## config.mk

```make
export PLATFORM = sky130hd
export DESIGN_NAME = prog_loader_flat
export DESIGN_NICKNAME = d
export VERILOG_FILES = /design/src/rtl/prog_loader_if.sv /design/src/rtl/prog_loader.sv /design/src/flat_wrapper.sv
export SDC_FILE = /design/constraint.sdc
export NUM_CORES = 1
export LEC_CHECK = 0
export BUFFER_PORTS_ARGS = -buffer_cell sky130_fd_sc_hd__clkbuf_2
export CORE_AREA = 2 2 101 103
export CTS_BUF_LIST = sky130_fd_sc_hd__clkbuf_2
export DETAILED_ROUTE_END_ITERATION = 12
export DIE_AREA = 0 0 103 105
export HOLD_SLACK_MARGIN = 0.03
export SYNTH_ARGS = -nofsm -noshare
export SYNTH_HDL_FRONTEND = slang
export SYNTH_SLANG_ARGS = --single-unit
```

## constraint.sdc

```tcl
create_clock -name clk -period 5.7 [get_ports clk]
set_input_delay 0.285 -clock clk [delete_from_list [all_inputs] [get_ports clk]]
set_output_delay 0.285 -clock clk [all_outputs]
set_load 0.03 [all_outputs]
```

## src/rtl/prog_loader_if.sv

```systemverilog
// Byte-link and instruction-RAM write bundle for the program loader.
//   in_data/in_valid/in_ready : host byte stream. A byte moves when in_valid & in_ready.
//   imem_we/imem_addr/imem_wdata : instruction RAM write port (one-cycle write strobe).
// modport slave  : the loader side. It consumes bytes and drives the RAM port.
// modport master : the host/RAM side. It drives bytes and observes the RAM port.
interface prog_loader_if #(
  parameter int unsigned I_ADDR_W = 7,
  parameter int unsigned WIDTH    = 16
);
  logic [7:0]          in_data;
  logic                in_valid;
  logic                in_ready;
  logic                imem_we;
  logic [I_ADDR_W-1:0] imem_addr;
  logic [WIDTH-1:0]    imem_wdata;

  modport master (
    output in_data, in_valid,
    input  in_ready, imem_we, imem_addr, imem_wdata
  );

  modport slave (
    input  in_data, in_valid,
    output in_ready, imem_we, imem_addr, imem_wdata
  );
endinterface

```

## src/rtl/prog_loader.sv

```systemverilog
// Byte-stream program loader. It writes 16-bit instructions into the instruction RAM
// and holds the CPU in reset while a program is being loaded.
// Frame: 0xA5, LEN, LEN x {hi, lo} [, CHK = XOR of LEN and all data bytes].
// Optional feature: define PROG_LOADER_CHECKSUM_EN to expect and verify the CHK byte.
// Ports:
//   clk, reset      : clock and synchronous active-high reset
//   bus (slave)     : byte link in, instruction RAM write port out
//   o_cpu_rst       : CPU reset. High while loading or after an error.
//   o_busy          : high from the start byte until the load finishes or fails
//   o_done          : one-cycle pulse when a load succeeds
//   o_err           : sticky error flag. Cleared by the next start byte.
//   o_words_loaded  : number of words written by the current or last load
module prog_loader #(
  parameter int unsigned WIDTH     = 16,
  parameter int unsigned I_ADDR_W  = 7,
  parameter bit          BOOT_HOLD = 1'b1
) (
  input  logic              clk,
  input  logic              reset,
  prog_loader_if.slave      bus,
  output logic              o_cpu_rst,
  output logic              o_busy,
  output logic              o_done,
  output logic              o_err,
  output logic [I_ADDR_W:0] o_words_loaded
);

  localparam int unsigned MAX_WORDS = 1 << I_ADDR_W;
  localparam logic [7:0]  START     = 8'hA5;

  typedef enum logic [2:0] {
    ST_IDLE, ST_LEN, ST_HI, ST_LO, ST_CHK, ST_ERR
  } state_t;

  state_t              r_state, w_state_nxt;
  logic                r_in_ready, w_in_ready_nxt;
  logic                r_we, w_we_nxt;
  logic [I_ADDR_W-1:0] r_addr, w_addr_nxt;
  logic [WIDTH-1:0]    r_wdata, w_wdata_nxt;
  logic                r_cpu_rst, w_cpu_rst_nxt;
  logic                r_busy, w_busy_nxt;
  logic                r_done, w_done_nxt;
  logic                r_err, w_err_nxt;
  logic [I_ADDR_W:0]   r_words, w_words_nxt;
  logic [7:0]          r_len, w_len_nxt;
  logic [I_ADDR_W-1:0] r_idx, w_idx_nxt;
  logic [7:0]          r_hi, w_hi_nxt;
`ifdef PROG_LOADER_CHECKSUM_EN
  logic [7:0]          r_chk, w_chk_nxt;
`endif
  logic                w_acc;
  logic                w_last;

  assign w_acc  = bus.in_valid & r_in_ready;
  // The word being accepted in LO is the last one of the frame.
  assign w_last = (32'(r_idx) + 32'd1) == 32'(r_len);

  // Next-state and next-register logic.
  always_comb begin
    w_state_nxt    = r_state;
    w_in_ready_nxt = 1'b1;
    w_we_nxt       = 1'b0;
    w_addr_nxt     = r_addr;
    w_wdata_nxt    = r_wdata;
    w_cpu_rst_nxt  = r_cpu_rst;
    w_busy_nxt     = r_busy;
    w_done_nxt     = 1'b0;
    w_err_nxt      = r_err;
    w_words_nxt    = r_words;
    w_len_nxt      = r_len;
    w_idx_nxt      = r_idx;
    w_hi_nxt       = r_hi;
`ifdef PROG_LOADER_CHECKSUM_EN
    w_chk_nxt      = r_chk;
`endif
    if (w_acc) begin
      case (r_state)
        ST_IDLE, ST_ERR: begin
          if (bus.in_data == START) begin
            w_state_nxt   = ST_LEN;
            w_cpu_rst_nxt = 1'b1;
            w_busy_nxt    = 1'b1;
            w_err_nxt     = 1'b0;
            w_words_nxt   = '0;
            w_idx_nxt     = '0;
          end
        end
        ST_LEN: begin
          if (bus.in_data == 8'd0 || 32'(bus.in_data) > MAX_WORDS) begin
            w_state_nxt = ST_ERR;
            w_busy_nxt  = 1'b0;
            w_err_nxt   = 1'b1;
          end else begin
            w_state_nxt = ST_HI;
            w_len_nxt   = bus.in_data;
`ifdef PROG_LOADER_CHECKSUM_EN
            w_chk_nxt   = bus.in_data;
`endif
          end
        end
        ST_HI: begin
          w_state_nxt = ST_LO;
          w_hi_nxt    = bus.in_data;
`ifdef PROG_LOADER_CHECKSUM_EN
          w_chk_nxt   = r_chk ^ bus.in_data;
`endif
        end
        ST_LO: begin
          // Write next cycle. Hold off the byte link for that one cycle.
          w_we_nxt       = 1'b1;
          w_in_ready_nxt = 1'b0;
          w_addr_nxt     = r_idx;
          w_wdata_nxt    = WIDTH'({r_hi, bus.in_data});
          w_words_nxt    = (I_ADDR_W+1)'(r_words + 1'b1);
          w_idx_nxt      = I_ADDR_W'(r_idx + 1'b1);
          w_state_nxt    = ST_HI;
`ifdef PROG_LOADER_CHECKSUM_EN
          w_chk_nxt      = r_chk ^ bus.in_data;
          if (w_last) w_state_nxt = ST_CHK;
`else
          if (w_last) begin
            w_state_nxt   = ST_IDLE;
            w_done_nxt    = 1'b1;
            w_busy_nxt    = 1'b0;
            w_cpu_rst_nxt = 1'b0;
          end
`endif
        end
`ifdef PROG_LOADER_CHECKSUM_EN
        ST_CHK: begin
          if (bus.in_data == r_chk) begin
            w_state_nxt   = ST_IDLE;
            w_done_nxt    = 1'b1;
            w_busy_nxt    = 1'b0;
            w_cpu_rst_nxt = 1'b0;
          end else begin
            w_state_nxt = ST_ERR;
            w_busy_nxt  = 1'b0;
            w_err_nxt   = 1'b1;
          end
        end
`endif
        default: w_state_nxt = ST_IDLE;
      endcase
    end
  end

  // State and output registers.
  always_ff @(posedge clk) begin
    if (reset) begin
      r_state    <= ST_IDLE;
      r_in_ready <= 1'b0;
      r_we       <= 1'b0;
      r_addr     <= '0;
      r_wdata    <= '0;
      r_cpu_rst  <= BOOT_HOLD;
      r_busy     <= 1'b0;
      r_done     <= 1'b0;
      r_err      <= 1'b0;
      r_words    <= '0;
      r_len      <= '0;
      r_idx      <= '0;
      r_hi       <= '0;
`ifdef PROG_LOADER_CHECKSUM_EN
      r_chk      <= '0;
`endif
    end else begin
      r_state    <= w_state_nxt;
      r_in_ready <= w_in_ready_nxt;
      r_we       <= w_we_nxt;
      r_addr     <= w_addr_nxt;
      r_wdata    <= w_wdata_nxt;
      r_cpu_rst  <= w_cpu_rst_nxt;
      r_busy     <= w_busy_nxt;
      r_done     <= w_done_nxt;
      r_err      <= w_err_nxt;
      r_words    <= w_words_nxt;
      r_len      <= w_len_nxt;
      r_idx      <= w_idx_nxt;
      r_hi       <= w_hi_nxt;
`ifdef PROG_LOADER_CHECKSUM_EN
      r_chk      <= w_chk_nxt;
`endif
    end
  end

  assign bus.in_ready   = r_in_ready;
  assign bus.imem_we    = r_we;
  assign bus.imem_addr  = r_addr;
  assign bus.imem_wdata = r_wdata;
  assign o_cpu_rst      = r_cpu_rst;
  assign o_busy         = r_busy;
  assign o_done         = r_done;
  assign o_err          = r_err;
  assign o_words_loaded = r_words;

endmodule
```

## src/flat_wrapper.sv

```systemverilog
// flat-port wrapper written by rule: the top's interface ports become plain ports
module prog_loader_flat 
#(
  parameter int unsigned WIDTH     = 16,
  parameter int unsigned I_ADDR_W  = 7,
  parameter bit          BOOT_HOLD = 1'b1
)
  (clk, reset, o_cpu_rst, o_busy, o_done, o_err, o_words_loaded, bus_in_data, bus_in_valid, bus_in_ready, bus_imem_we, bus_imem_addr, bus_imem_wdata);
  prog_loader_if #(.I_ADDR_W(I_ADDR_W), .WIDTH(WIDTH)) bus_i ();
  input  logic clk;
  input  logic reset;
  output logic o_cpu_rst;
  output logic o_busy;
  output logic o_done;
  output logic o_err;
  output logic [I_ADDR_W:0] o_words_loaded;
  input wire logic [$bits(bus_i.in_data)-1:0] bus_in_data;
  input wire logic [$bits(bus_i.in_valid)-1:0] bus_in_valid;
  output wire logic [$bits(bus_i.in_ready)-1:0] bus_in_ready;
  output wire logic [$bits(bus_i.imem_we)-1:0] bus_imem_we;
  output wire logic [$bits(bus_i.imem_addr)-1:0] bus_imem_addr;
  output wire logic [$bits(bus_i.imem_wdata)-1:0] bus_imem_wdata;
  assign bus_i.in_data = bus_in_data;
  assign bus_i.in_valid = bus_in_valid;
  assign bus_in_ready = bus_i.in_ready;
  assign bus_imem_we = bus_i.imem_we;
  assign bus_imem_addr = bus_i.imem_addr;
  assign bus_imem_wdata = bus_i.imem_wdata;
  prog_loader #(.WIDTH(WIDTH), .I_ADDR_W(I_ADDR_W), .BOOT_HOLD(BOOT_HOLD)) u_core (.clk(clk), .reset(reset), .bus(bus_i), .o_cpu_rst(o_cpu_rst), .o_busy(o_busy), .o_done(o_done), .o_err(o_err), .o_words_loaded(o_words_loaded));
endmodule
```

# == Word level (Yosys, flattened, before mapping) ==
# Cells that the tools add are included.
# W data, S select, Z words.
# op_classes
n_shift,0
n_addsub,3
div_mod_pow,0
mul,0
mux,20
n_reduce_logical,17
eq_ne,9
order_cmp,1
n_bitwise,4
# op_table
cell,count
$eq A32 B8 Y1,1
$pmux W8 S2,1
$pmux W7 S2,1
$pmux W3 S4,1
$mux W1,9
$add A7 B1 Y8 const B,1
$add A8 B1 Y8 const B,1
$eq A8 B8 Y1 const B,1
$gt A8 B8 Y1 const B,1
$logic_not A8 Y1,1
$mux W8,1
$reduce_and A4 Y1,2
$add A7 B1 Y7 const B,1
$mux W7,1
$eq A3 B2 Y1 const B,2
$mux W3,2
$ne A2 B1 Y1 const B,3
$reduce_and A2 Y1,3
$reduce_and A3 Y1,2
$reduce_and A5 Y1,1
$pmux W1 S2,2
$reduce_bool A2 Y1,2
$reduce_or A2 Y1,2
$eq A3 B1 Y1 const B,1
other kinds (9),11
# totals
latch_bits,0
ram_bits,0
register_bits,63
mem_bits_ro,0
memories,0
inputBits,11
output_inout_bits,37

# == Logic depth before layout (Yosys ltp) ==
# logic_depth
depth_word,4
depth_mapped,7

# == Least setup slack after synthesis ==
# No wires, ideal clock.
# synth_timing
kind,input to register
from,in bus_in_data[1]
to,"reg u_core.r_busy, in the netlist u_core.o_busy"
slack_ps,3868
stages,5
t_required_ps,5575
n_path_buf,0
t_arrival_ps,1707
path_cell_list,or4_4 -> or3_4 -> a311o_1 -> o211ai_2 -> o21ai_2
# synth_between
elab_chain_len,4
elab_cells_between_ends,7
classes_between,order compare (1); eq/ne (3); reduce/logical (3)
# synth_lines
item,line,text
from (decl),flat_wrapper.sv:17,input wire logic [$bits(bus_i.in_data)-1:0] bus_in_data;
$gt A8 B8 Y1 or $logic_not A8 Y1 (tied branches),prog_loader.sv:89,if (bus.in_data == 8'd0 || 32'(bus.in_data) > MAX_WORDS) begin
$logic_or A1 B1 Y1,prog_loader.sv:89,
$ne A2 B1 Y1 (no source line),--,
$reduce_and A5 Y1 (no source line) (*),--,
to (signal assigned),prog_loader.sv:174,r_busy <= w_busy_nxt;
to (decl),prog_loader.sv:41,"logic r_busy, w_busy_nxt;"
# Mark *: on every way between the ends. The rest lies on a longest branch, timed or not.
# A chain may end at the register's enable or synchronous reset.

# == Final worst setup path ==
# layout_timing
from,reg u_core.r_state[0]
to,"reg u_core.r_done, in the netlist u_core.o_done"
# layout_between
elab_chain_len,3
# layout_lines
item,line,text
from (decl),prog_loader.sv:35,"state_t r_state, w_state_nxt;"
from (signal assigned),prog_loader.sv:168,r_state <= w_state_nxt;
$eq A3 B2 Y1,prog_loader.sv:77,case (r_state)
$not A1 Y1 (no source line),--,
$reduce_or A3 Y1 (no source line),--,
to (signal assigned),prog_loader.sv:175,r_done <= w_done_nxt;
to (decl),prog_loader.sv:42,"logic r_done, w_done_nxt;"
# Every way passes these cells.

==> results.md <==
- Number of flops mapped to enable cells by yosys: 0
- Mapped Area: around 0.0029 mm2
- TNS Setup: 0 ns
- H-tree Lvls: 3
- Post-synthesis sequential area ratio: 44.0%
- Fillers: 1081
- Hold path endpoint: u_core.bus.imem_wdata[7]$_SDFFE_PP0P_
- Critical Path RT: 6.16 ns
- Pins Over Slew Limit: 0
- Share of the synthesized area in the top cell type: 44.0%
- Crit path DAT: around 2.8 ns
- GR Layer Usage met2: between 20% and 30%
- Area leader, netlist: dfxtp_1
- Row cnt: 36
- Met1 Usage GRT: 18.2%
- Port buffer count: 47
- Leak pwr: between 1 and 1.5 nW
- Fin. Hold Viols: 0
- Drt first pass iters: 4
- Post-cts resize count: 0
- Synth Area in Compound Gates: 17.5%
- Gr ovfl total: 0
- Syn Inst Count: 347
- Period utilization: a little over two fifths
- Synth warn: 0
- Crit. End Element: flop
- Via/cell ratio: approximately 4.8
- Status: finished, final reports clean
- Drt total wl: 7160 um
- Gr usage total: between 10% and 20%
- First-pass GRT wire length: 11600 um
- Most Crowded Layer GR: met2
- Wire per inst: 13.5 um
- Synth Area in Simple Gates: about a quarter
- ANT nets after route: 0
- Core Area: 0.00964 mm2
- Portion of netlist area occupied by mux cells: roughly 6.3%
- CTS tree: yes
- Max Cap Viol: 0
- Power per standard cell area: between 200 and 250 mW/mm2
- Area grow syn2layout: 19.5%
- Commonest non-fill, non-tap cell in the layout: nand2_1
- I/O Pins: 48
- Hold path start: bus_in_data[7]
- Reg2reg setup slack: 3.32 ns
- Synth Area in XOR/XNOR: 2.44%
- R2r startpoint: u_core.r_state[0]$_SDFFE_PP0P_
- Largest family of logic cells by synthesized area: simple AND/OR/NAND/NOR gates
- FF+latch count, synth: 63
- Inst Count DP: 505
- Grt met3 use: 4.08%
- Clock sink count: 63
- Worst hold path stage count: 3
- Tmin final: 2.38 ns
- Post-synthesis net count: 360
- Final setup fails: 0
- Skew-Pair Late Insertion Delay: 0.52 ns
- GPL Wtd Cong: 0.786
- Initial antenna violation count: 0
- Worst slew pin tran: 1.08 ns
- Area contributors post-synth: dfxtp_1, nand2_1, a21oi_1, mux2i_1, o21ai_0
- Non-Filler Instances: about 530
- Clk_skew: 0.0177 ns
- Max rail drop VDD: approximately 120 uV
- DP HPWL: between 4000 and 5000 um
- CTS buffer count: 9
- Layout cells sized above 1: 19.2%
- Most frequent cells in the layout: nand2_1, dfxtp_1, clkbuf_2
- Clk slew on worst S/H paths: 0.19 ns
- Die ar.: 0.0108 mm2
- Hold Crit Class: primary input to flop
- Die Y: between 100 and 150 um
- Post-Synth Adder-Cell Area: 0.873%
- Crit Path Max Fanout: 24
- Ys flop type: dfxtp_1
- Worst setup SP type: flop
- Syn_area_per_cell: 8.26 um2
- Achievable frequency: 420 MHz
- Root Driver: clkbuf_2
- Worst R2R End: u_core.o_done$_SDFF_PP0_
- Drt drc: 0
- RSZ-0062 raised after global routing: false
- Final net count: 403
- Critical path class: flop to flop
- First DRT Iteration DRCs: 119
- Cells on worst reg2reg path: 4
- Die width: 103 um
- Largest net degree at the start of global routing: 60
- Synth async-reset ratio: 0%
- Vias in the first global route: around 2300
- Vias: between 2000 and 3000
- Count of cell types in the netlist: 51
- Worst-case clock buffer depth: 2
- Initial Util: 29.7%
- Worst rel slew slack: ~28%
cell type report:
type                            instances  area (um2)  area share, %
Antenna cell                            1        2.50         0.0731
Clock buffer                            9        45.0           1.32
Multi-Input combinational cell        259        1510           44.1
Timing Repair Buffer                   55         313           9.13
Tap cell                              133         166           4.86
Inverter                                2        7.51          0.219
Clock inverter                          7         120           3.51
Sequential cell                        63        1260           36.8
critical path, stage by stage, from the launching register on:
cell and delay, ns:
dfxtp_1 0.48, nor2b_1 0.40, nand3_1 0.79, nor2_1 0.50, and2_1 0.18
per-stage QoR:
step | total power, W | cell area [um2] | setup WS, ns | hold WS [ns] | util, %
2_1_floorplan | 0.000464 | 2870 | 3.87 | 0.388 | -
3_3_place_gp | 0.000475 | 3190 | 3.44 | 0.442 | 33.1
3_5_place_dp | 0.000475 | 3190 | 3.35 | 0.446 | 33.1
4_1_cts | 0.000851 | 3420 | 3.31 | 0.0322 | 35.5
5_1_grt | 0.000870 | 3420 | 3.04 | 0.0531 | 35.5
6_report | 0.000840 | 3420 | 3.32 | 0.0759 | 35.5
how the worst max path moves through the flow:
stage                                                to                           start  cells after the start  slack (ns)
after floorplan              u_core.o_busy$_SDFFE_PP0P_                  bus_in_data[1]                      5        3.87
after global placement    u_core.o_cpu_rst$_SDFFE_PP1P_  u_core.r_state[0]$_SDFFE_PP0P_                      4        3.44
after detailed placement  u_core.o_cpu_rst$_SDFFE_PP1P_  u_core.r_state[0]$_SDFFE_PP0P_                      4        3.35
after CTS                      u_core.o_done$_SDFF_PP0_  u_core.r_state[0]$_SDFFE_PP0P_                      4        3.31
after global routing           u_core.o_done$_SDFF_PP0_  u_core.r_state[0]$_SDFFE_PP0P_                      4        3.04
final                          u_core.o_done$_SDFF_PP0_  u_core.r_state[0]$_SDFFE_PP0P_                      4        3.32
Yosys cell counts (all sizes together) (2+ instances only):
master / instances
mux2i: 18
nand2b: 3
xor2: 2
ha: 2
nor3: 9
o21ai: 21
and4: 2
nand3: 14
a31oi: 2
a311oi: 2
xnor2: 6
o32ai: 3
nor2: 26
nor4: 2
nand2: 64
inv: 2
or3: 4
and2: 8
dfxtp: 63
a21oi: 42
buf: 2
nor2b: 5
clkbuf: 21
or2: 3
per-layer routing:
layer	vias to the layer above	part of all wire, %
met5	-	0
met4	0	0.80
met1	1184	48
li1	1297	-
met2	62	46
met3	5	4.8
timing repair:
| action | 4_1_cts | 5_1_grt |
|---|---|---|
| endpoints found under the hold margin | 13 | 0 |
| buffers inserted | 0 | 0 |
| hold buffers | 7 | 0 |
power by group:
| part | switching [W] | leakage (nW) | total (W) | internal (W) |
|---|---|---|---|---|
| Clock | 0.000179 | 0.0941 | 0.000370 | 0.000191 |
| Sequential | 0.000000261 | 0.508 | 0.000442 | 0.000442 |
| Combinational | 0.0000195 | 0.734 | 0.0000279 | 0.00000843 |
| Total | 0.000199 | 1.34 | 0.000840 | 0.000641 |
sequential cells by signal (all words and copies together) (netlist names):
name / count
u_core.bus.imem_addr: 7
u_core.bus.imem_wdata: 16
u_core.bus.in_ready: 1
u_core.r_idx: 7
u_core.o_words_loaded: 8
u_core.r_len: 8
u_core.bus.imem_we: 1
u_core.r_state: 3
u_core.r_hi: 8
u_core.o_done: 1
u_core.o_cpu_rst: 1
u_core.o_busy: 1
u_core.o_err: 1
cells by family (layout without fill, tap and decap cells):
kind of cell | Yosys count | in the layout
simple gates | 149 | 149
compound gates | 82 | 82
flops | 63 | 63
buf+inv | 25 | 73
mux | 18 | 18
xor+xnor | 8 | 8
fa+ha+maj | 2 | 2
other cells | 0 | 1
No activity file was read; power rests on OpenSTA's default activity.
